$ cat src/rtl/tnn_first_layer_sequencer.sv
// Sequences one ternary first layer per input vector: load, pulse layer reset, run, settle, hand off.
// Optional TNN_SEQ_STATS_EN adds stat_samples / stat_last_lat counters.
module tnn_first_layer_sequencer #(
    parameter int FEAT_CNT      = 4,
    parameter int FEAT_BITS     = 4,
    parameter int HIDDEN_CNT    = 4,
    parameter int SETTLE_CYCLES = 1,
    parameter int MAX_RUN       = FEAT_CNT + 4
) (
    input  logic                          clk,
    input  logic                          rst,
    input  logic                          s_valid,
    output logic                          s_ready,
    input  logic [FEAT_CNT*FEAT_BITS-1:0] s_features,
    output logic [FEAT_CNT*FEAT_BITS-1:0] layer_features,
    output logic                          layer_rst,
    input  logic                          layer_done,
    input  logic [HIDDEN_CNT-1:0]         layer_out,
    output logic                          m_valid,
    input  logic                          m_ready,
    output logic [HIDDEN_CNT-1:0]         m_act,
    output logic                          busy,
    output logic                          err_timeout
`ifdef TNN_SEQ_STATS_EN
    ,
    output logic [15:0]                   stat_samples,
    output logic [7:0]                    stat_last_lat
`endif
);

    localparam int RUN_W = $clog2(MAX_RUN + 1);
    localparam logic [RUN_W-1:0] RUN_LAST = RUN_W'(MAX_RUN - 1);
    localparam logic [RUN_W-1:0] RUN_SAT  = '1;
    localparam logic [3:0] SETTLE_INIT = (SETTLE_CYCLES > 0) ? 4'(SETTLE_CYCLES - 1) : 4'd0;

    typedef enum logic [2:0] {
        IDLE,
        CLEAR,
        RUN,
        SETTLE,
        HOLD
    } state_t;

    state_t           state;
    logic [RUN_W-1:0] run_cnt;
    logic [3:0]       settle_cnt;
    logic             done_hit;
    logic             timeout_hit;
    logic             settle_hit;
    logic             enter_hold;

    assign s_ready = (state == IDLE);
    assign busy    = (state != IDLE);

    // Done wins over the watchdog when both land on the same edge.
    always_comb begin
        done_hit    = (state == RUN) && layer_done;
        timeout_hit = (state == RUN) && !layer_done && (run_cnt == RUN_LAST);
        settle_hit  = (state == SETTLE) && (settle_cnt == 4'd0);
        enter_hold  = timeout_hit || settle_hit || (done_hit && (SETTLE_CYCLES == 0));
    end

    always_ff @(posedge clk or posedge rst) begin
        if (rst) begin
            state          <= IDLE;
            layer_rst      <= 1'b1;
            layer_features <= '0;
            m_valid        <= 1'b0;
            m_act          <= '0;
            err_timeout    <= 1'b0;
            run_cnt        <= '0;
            settle_cnt     <= '0;
        end else begin
            case (state)
                IDLE: begin
                    if (s_valid) begin
                        layer_features <= s_features;
                        layer_rst      <= 1'b1;
                        state          <= CLEAR;
                    end
                end
                CLEAR: begin
                    layer_rst <= 1'b0;
                    run_cnt   <= '0;
                    state     <= RUN;
                end
                RUN: begin
                    if (run_cnt != RUN_SAT) begin
                        run_cnt <= run_cnt + 1'b1;
                    end
                    if (done_hit) begin
                        if (SETTLE_CYCLES == 0) begin
                            m_act   <= layer_out;
                            m_valid <= 1'b1;
                            state   <= HOLD;
                        end else begin
                            settle_cnt <= SETTLE_INIT;
                            state      <= SETTLE;
                        end
                    end else if (timeout_hit) begin
                        // Emit an all-zero result so the downstream stream never stalls.
                        err_timeout <= 1'b1;
                        m_act       <= '0;
                        m_valid     <= 1'b1;
                        state       <= HOLD;
                    end
                end
                SETTLE: begin
                    if (settle_hit) begin
                        m_act   <= layer_out;
                        m_valid <= 1'b1;
                        state   <= HOLD;
                    end else begin
                        settle_cnt <= settle_cnt - 4'd1;
                    end
                end
                HOLD: begin
                    if (m_ready) begin
                        m_valid   <= 1'b0;
                        layer_rst <= 1'b1;
                        state     <= IDLE;
                    end
                end
                default: begin
                    state <= IDLE;
                end
            endcase
        end
    end

`ifdef TNN_SEQ_STATS_EN
    logic [7:0] lat_cnt;

    // lat_cnt holds the number of edges since acceptance, so it equals the latency on the capture edge.
    always_ff @(posedge clk or posedge rst) begin
        if (rst) begin
            lat_cnt       <= '0;
            stat_samples  <= '0;
            stat_last_lat <= '0;
        end else begin
            if (state == IDLE) begin
                lat_cnt <= s_valid ? 8'd1 : 8'd0;
            end else if (lat_cnt != 8'hFF) begin
                lat_cnt <= lat_cnt + 8'd1;
            end
            if (enter_hold) begin
                stat_last_lat <= lat_cnt;
            end
            if (m_valid && m_ready) begin
                stat_samples <= stat_samples + 16'd1;
            end
        end
    end
`endif

endmodule

$ cat config.mk
export PLATFORM = sky130hd
export DESIGN_NAME = tnn_first_layer_sequencer
export DESIGN_NICKNAME = d
export VERILOG_FILES = /design/src/rtl/tnn_first_layer_sequencer.sv
export SDC_FILE = /design/constraint.sdc
export NUM_CORES = 1
export LEC_CHECK = 0
export CAP_MARGIN = 20
export CORE_MARGIN = 3
export CORE_UTILIZATION = 41
export DETAILED_ROUTE_END_ITERATION = 7
export PLACE_DENSITY = 0.78
export SLEW_MARGIN = 30
export SYNTH_ARGS = -nofsm -noshare
export SYNTH_HDL_FRONTEND = slang
export SYNTH_SLANG_ARGS = --single-unit
$ cat constraint.sdc
create_clock -name clk -period 1.5 [get_ports clk]
set_clock_uncertainty 0.1 [all_clocks]
set_input_delay 0.225 -clock clk [delete_from_list [all_inputs] [get_ports clk]]
set_output_delay 0.225 -clock clk [all_outputs]
set_load 0.05 [all_outputs]
; Word level (Yosys, flattened, before mapping)
; Cells that the tools add are included.
[word_totals]
register_bits = 34
latch_bits = 0
ramBits = 0
rom_bits = 0
input_bits = 25
memories = 0
[classes]
add_sub_neg = 2
n_mul = 0
div = 0
order_cmp = 0
n_eq_ne = 15
shift = 0
n_mux = 23
n_bitwise = 1
n_reduce_logical = 20
[op_table]
columns = op, count
row1 = 2-to-1 mux 4 bit, 6
row2 = case mux 4 bit (2 select lines), 3
row3 = 2-to-1 mux 3 bit, 5
row4 = case mux 3 bit (5 select lines), 1
row5 = "inequality test 2 bit, second input constant", 7
row6 = AND reduction 3 bit, 3
row7 = nonzero test 3 bit, 3
row8 = AND reduction 4 bit, 2
row9 = "== test 3 x 2 -> 1 bit, second input constant", 2
row10 = 2-to-1 mux 1 bit, 6
row11 = case mux 1 bit (3 select lines), 2
row12 = AND reduction 5 bit, 1
row13 = "adder 4 x 1 -> 4 bit, second input constant", 1
row14 = "== test 4 x 3 -> 1 bit, second input constant", 1
row15 = logical AND 1 bit, 4
row16 = logical NOT 4 bit, 1
row17 = "inequality test 4 bit, second input constant", 1
row18 = AND reduction 2 bit, 2
row19 = nonzero test 2 bit, 2
row20 = "subtractor 4 x 1 -> 4 bit, second input constant", 1
row21 = "== test 3 x 1 -> 1 bit, second input constant", 1
row22 = "== test 3 bit, second input constant", 1
row23 = logical NOT 3 bit, 1
row24 = "inequality test 3 bit, second input constant", 1
row25 = other kinds (3), 3

; Logic depth before layout (Yosys ltp)
; Gate-level depths: netlist of run 1.
[logic_depth]
ltp_word = 6
ltp_mapped = 6
depth_no_buf = 5

; Worst setup path after synthesis of run 1
; No wires, ideal clock.
[synth_timing]
path_type = reg2reg
start = register state[2]
end = register layer_features[0]
setup_ns = 0.127
arrival_time_ns = 1.942
required_time_ns = 1.273
slack_ns = -0.669
path_stages_with_launch = 6
n_path_buf = 2
synth_period_minus_slack_ns = 2.169
path_cell_list = dfrtp_1 -> nor3_2 -> and2_1 -> buf_4 -> buf_6 -> mux2_1
[synth_between]
elab_chain_len = 2
[synth_rtl]
columns = element, line
row1 = start: declaration, 44  ; state_t state;
row2 = start signal: assignment, 65  ; state <= IDLE;
row3 = start signal: assignment, 79  ; state <= CLEAR;
row4 = start signal: assignment, 85  ; state <= RUN;
row5 = logical NOT 3 bit, --
row6 = named net s_ready, 13  ; output logic s_ready,
row7 = AND reduction 2 bit (no line), --
row8 = end signal: assignment, 77  ; layer_features <= s_features;
row9 = end: declaration, 15  ; output logic [FEAT_CNT*FEAT_BITS-1:0] layer_features,
; The timed path passes the listed nets, and every way through them passes these cells.
; A chain may end at the register's enable or synchronous reset.

; Worst setup path after layout of run 1
[layout_timing]
start = register state[0]
end = output port busy
[layout_between]
elab_chain_len = 1
[layout_rtl]
columns = element, line
row1 = nonzero test 3 bit, 53  ; assign busy = (state != IDLE);
row2 = end: declaration, 22  ; output logic busy,
; No other way between the ends.

==> metrics.md, run 1 <==
| Metric | Value |
|---|---|
| Clk buf depth | `2` |
| Aggregate global-route resource usage | `0.207` |
| Setup WS pre-CTS | `-166 ps` |
| Fin worst setup slack | `-96.2 ps` |
| Routed wl met2 | `2590 µm` |
| CP Launch Type | `flop` |
| Area share of fa/ha/maj cells after synthesis | `0.0233` |
| Root Driver | `clkbuf_8` |
| Met3 Wirelength | `395 µm` |
| Design Area, Final | `0.00290 mm²` |
| Antenna-violating nets left | `0` |
| Worst path cell trace | `nor3_4, buf_6, inv_4, buf_12` |
| Setup CP Type | `flop to output pin` |
| Syn Std Cell Area | `0.00161 mm²` |
| Synth Area in XOR/XNOR | `0` |
| Mean Syn Cell Area | `11.5 µm²` |
| Failing checks | `negative setup slack` |
| Most frequent cells in the layout | `dfrtp_1 (32), buf_12 (27), clkdlybuf4s50_1 (24), buf_4 (23), mux2_4 (16)` |
| Register area share after synthesis | `0.528` |
| CP delay by family, top | `flip-flops` |
| Pins Over Slew Limit | `0` |
| Width of the die | `68.7 µm` |
| Worst-path clk slew | `70 ps` |
| First-pass GRT wire length | `7020 µm` |
| PD cells | `2650 mW/mm²` |
| Final WL | `5050 µm` |
| Final Util | `0.781` |
| Starting Density | `0.434` |
| # DRC | `0` |
| Initial DRT Pass Iterations | `4` |
| H-tree lvl count | `2` |
| CTS sink count | `34` |
| Worst Hold Class | `input port to asynchronous set/reset pin` |
| Worst-margin pin slew | `373 ps` |
| Async SR Flop Fraction | `1.00` |
| TritonCTS Buffers | `5` |
| Floorplan row count | `22` |
| Routed wire per std cell | `18.8 µm` |
| Gr ovfl total | `0` |
| Die Ht | `68.7 µm` |
| Layout overhead on the synthesized area | `79.8%` |
| Vias per std cell | `5.41` |
| Clock share of power | `0.092` |
| CP Buf/Inv Count | `3` |
| Sequential fraction of design power | `0.240` |
| Syn Inst Count | `140` |
| Unrepaired setup endpoints after global routing | `true` |
| Post-synthesis mux area share | `0.143` |
| RePlAce Congestion | `0.834` |
| Largest net degree at the start of global routing | `20` |
| Synth Area in Compound Gates | `0.111` |
| Die Footprint | `0.00473 mm²` |
| DR top layer | `met4` |
| Yosys warning total | `0` |
| Primary FF master, synth | `dfrtp_1` |
| Setup violators final | `26` |
| Hold buffer count at cts | `0` |
| Worst Path Required | `1170 ps` |
| Number of synthesized register bits | `34` |
| Layout cells sized above 1 | `0.464` |
| Port Buffers | `49` |
| Placed Area | `0.00261 mm²` |
| EDFF count, synth | `0` |
| I/O pins | `50` |
| Crit-path max cell delay | `440 ps` |
| Internal Power | `4390 µW` |
| Hold Violations, Final | `0` |
| Most common cell after layout, fill and taps aside | `dfrtp_1` |
| Status | `finished, violations left` |
| Slew HR | `0.751` |
| Worst endpoint data arrival time | `1270 ps` |
| # diodes | `0` |
| DP HPWL | `3370 µm` |
| Vias in the first global route | `1503` |
| Via Count | `1450` |
| Core area | `0.00372 mm²` |
| Comb power frac | `0.668` |
| Switch share | `0.429` |
| Max Fanout on Critical Path | `2` |
| Clock latency on the worst-skew pair | `300 ps` |
| Netlist cell types | `39` |
| Peak supply drop | `1.69 mV` |
| Simple-gate share of the synthesized area | `0.142` |
| Syn Nets | `168` |
| Power, Total | `7680 µW` |
| Wl on met1 | `1950 µm` |
| Final Cycle Share | `1.06` |
| Leakage | `0.00130 µW` |
| Clock period minus final worst setup slack | `1600 ps` |
| Largest family of logic cells by synthesized area | `multiplexers` |
| TritonCTS clock tree | `built` |
| First DRT Iteration DRCs | `81` |
| Switching power | `3300 µW` |
| Peak Freq | `626 MHz` |
| Final net count | `247` |
| Max_cap viols | `0` |
| Slowest cell on crit path | `dfrtp_1` |
| Initial antenna violation count | `0` |
| Crit end category | `output pin` |
## power groups by stage
stage	sequential, µW	combinational [µW]	clock, µW
floorplan	2660	1430	0
global placement	1790	4380	0
detailed placement	1810	4520	0
CTS	1830	4730	708
global route	1890	5340	763
finish	1850	5130	705
## final cells by class
class / count / area [µm²]
Timing Repair Buffer: 79 / 1020
Sequential cell: 34 / 853
Multi-Input combinational cell: 89 / 835
Fill cell: 211 / 813
Clock buffer: 7 / 86.3
Tap cell: 48 / 60.1
Inverter: 10 / 40.0
Clock inverter: 1 / 5.00
## worst paths after layout
kind,startpoint,endpoint,slack [ps],cells past startpoint
worst max-delay path,state[0]$_DFFE_PP0P_,busy,-100,4
worst min-delay path,rst,run_cnt[2]$_DFFE_PP0P_,100,2
worst max register to register,state[1]$_DFFE_PP0P_,run_cnt[1]$_DFFE_PP0P_,-100,4
worst min register to register,m_valid$_DFFE_PP0P_,m_valid$_DFFE_PP0P_,450,1
max in group asynchronous,rst,layer_features[13]$_DFFE_PP0P_,720,3
min in group clk,layer_out[2],m_act[2]$_DFFE_PP0P_,390,3
## sequential cells by signal (all words and copies together) (netlist names)
signal,flops
layer_rst,1
settle_cnt,4
run_cnt,4
m_act,4
m_valid,1
err_timeout,1
layer_features,16
state,3
## worst register-to-register path: stages, from the launching register on
cell	delay, ps
dfrtp_1	400
buf_4	190
or3b_4	420
o221ai_1	250
o21ai_1	110
## routing by layer
layer | global-route usage | up-vias
li1 | - | 656
met1 | 0.238 | 715
met2 | 0.343 | 66
met3 | 0.0875 | 13
met4 | 0.0779 | 0
met5 | 0 | -
## cell families (layout without fill, tap and decap cells)
logic type	count (synthesis)	after routing
compound gates	28	28
fa+ha+maj	3	3
buf+inv	17	97
flops	34	34
mux	21	21
simple gates	37	37
## cell usage after synthesis (2+ instances only)
library cell  count  area (µm²)
nand3b_1          3        22.5
buf_6             2        22.5
o21ai_1           4        20.0
and3b_1           2        17.5
buf_2             3        15.0
nand2b_1          6        37.5
nand3_1           4        20.0
mux2_1           16         180
nor2_1            3        11.3
nand2_1           7        26.3
inv_1             9        33.8
ha_1              3        37.5
a21oi_1           5        25.0
o311ai_1          2        17.5
o21bai_1          2        15.0
dfrtp_1          33         826
o21ai_0           6        30.0
a21o_1            3        22.5
o211ai_1          2        15.0
mux2i_1           5        50.1
nor3_1            2        10.0
## per-stage QoR
stage | hold WS [ps] | instances | TNS (ps)
4_1_cts | 102 | 261 | -1140
6_report | 103 | 268 | -1150
2_1_floorplan | 221 | 140 | -6220
3_3_place_gp | 392 | 253 | -1940
3_5_place_dp | 417 | 253 | -3130
5_1_grt | 117 | 268 | -2540
## what timing repair did
item                       4_1_cts  5_1_grt
gates cloned                     0        1
pin swaps                        4        4
setup endpoints to repair       30       32
buffers inserted                 0        6
resized for setup               18       17
Power figures use the tool's default switching activity.
==> run 2, diff against run 1 <==
Settings changed: HOLD_SLACK_MARGIN set to 0.05.
==> results of run 2 <==
Final layout, timing and power as in run 1 (identical DEF).
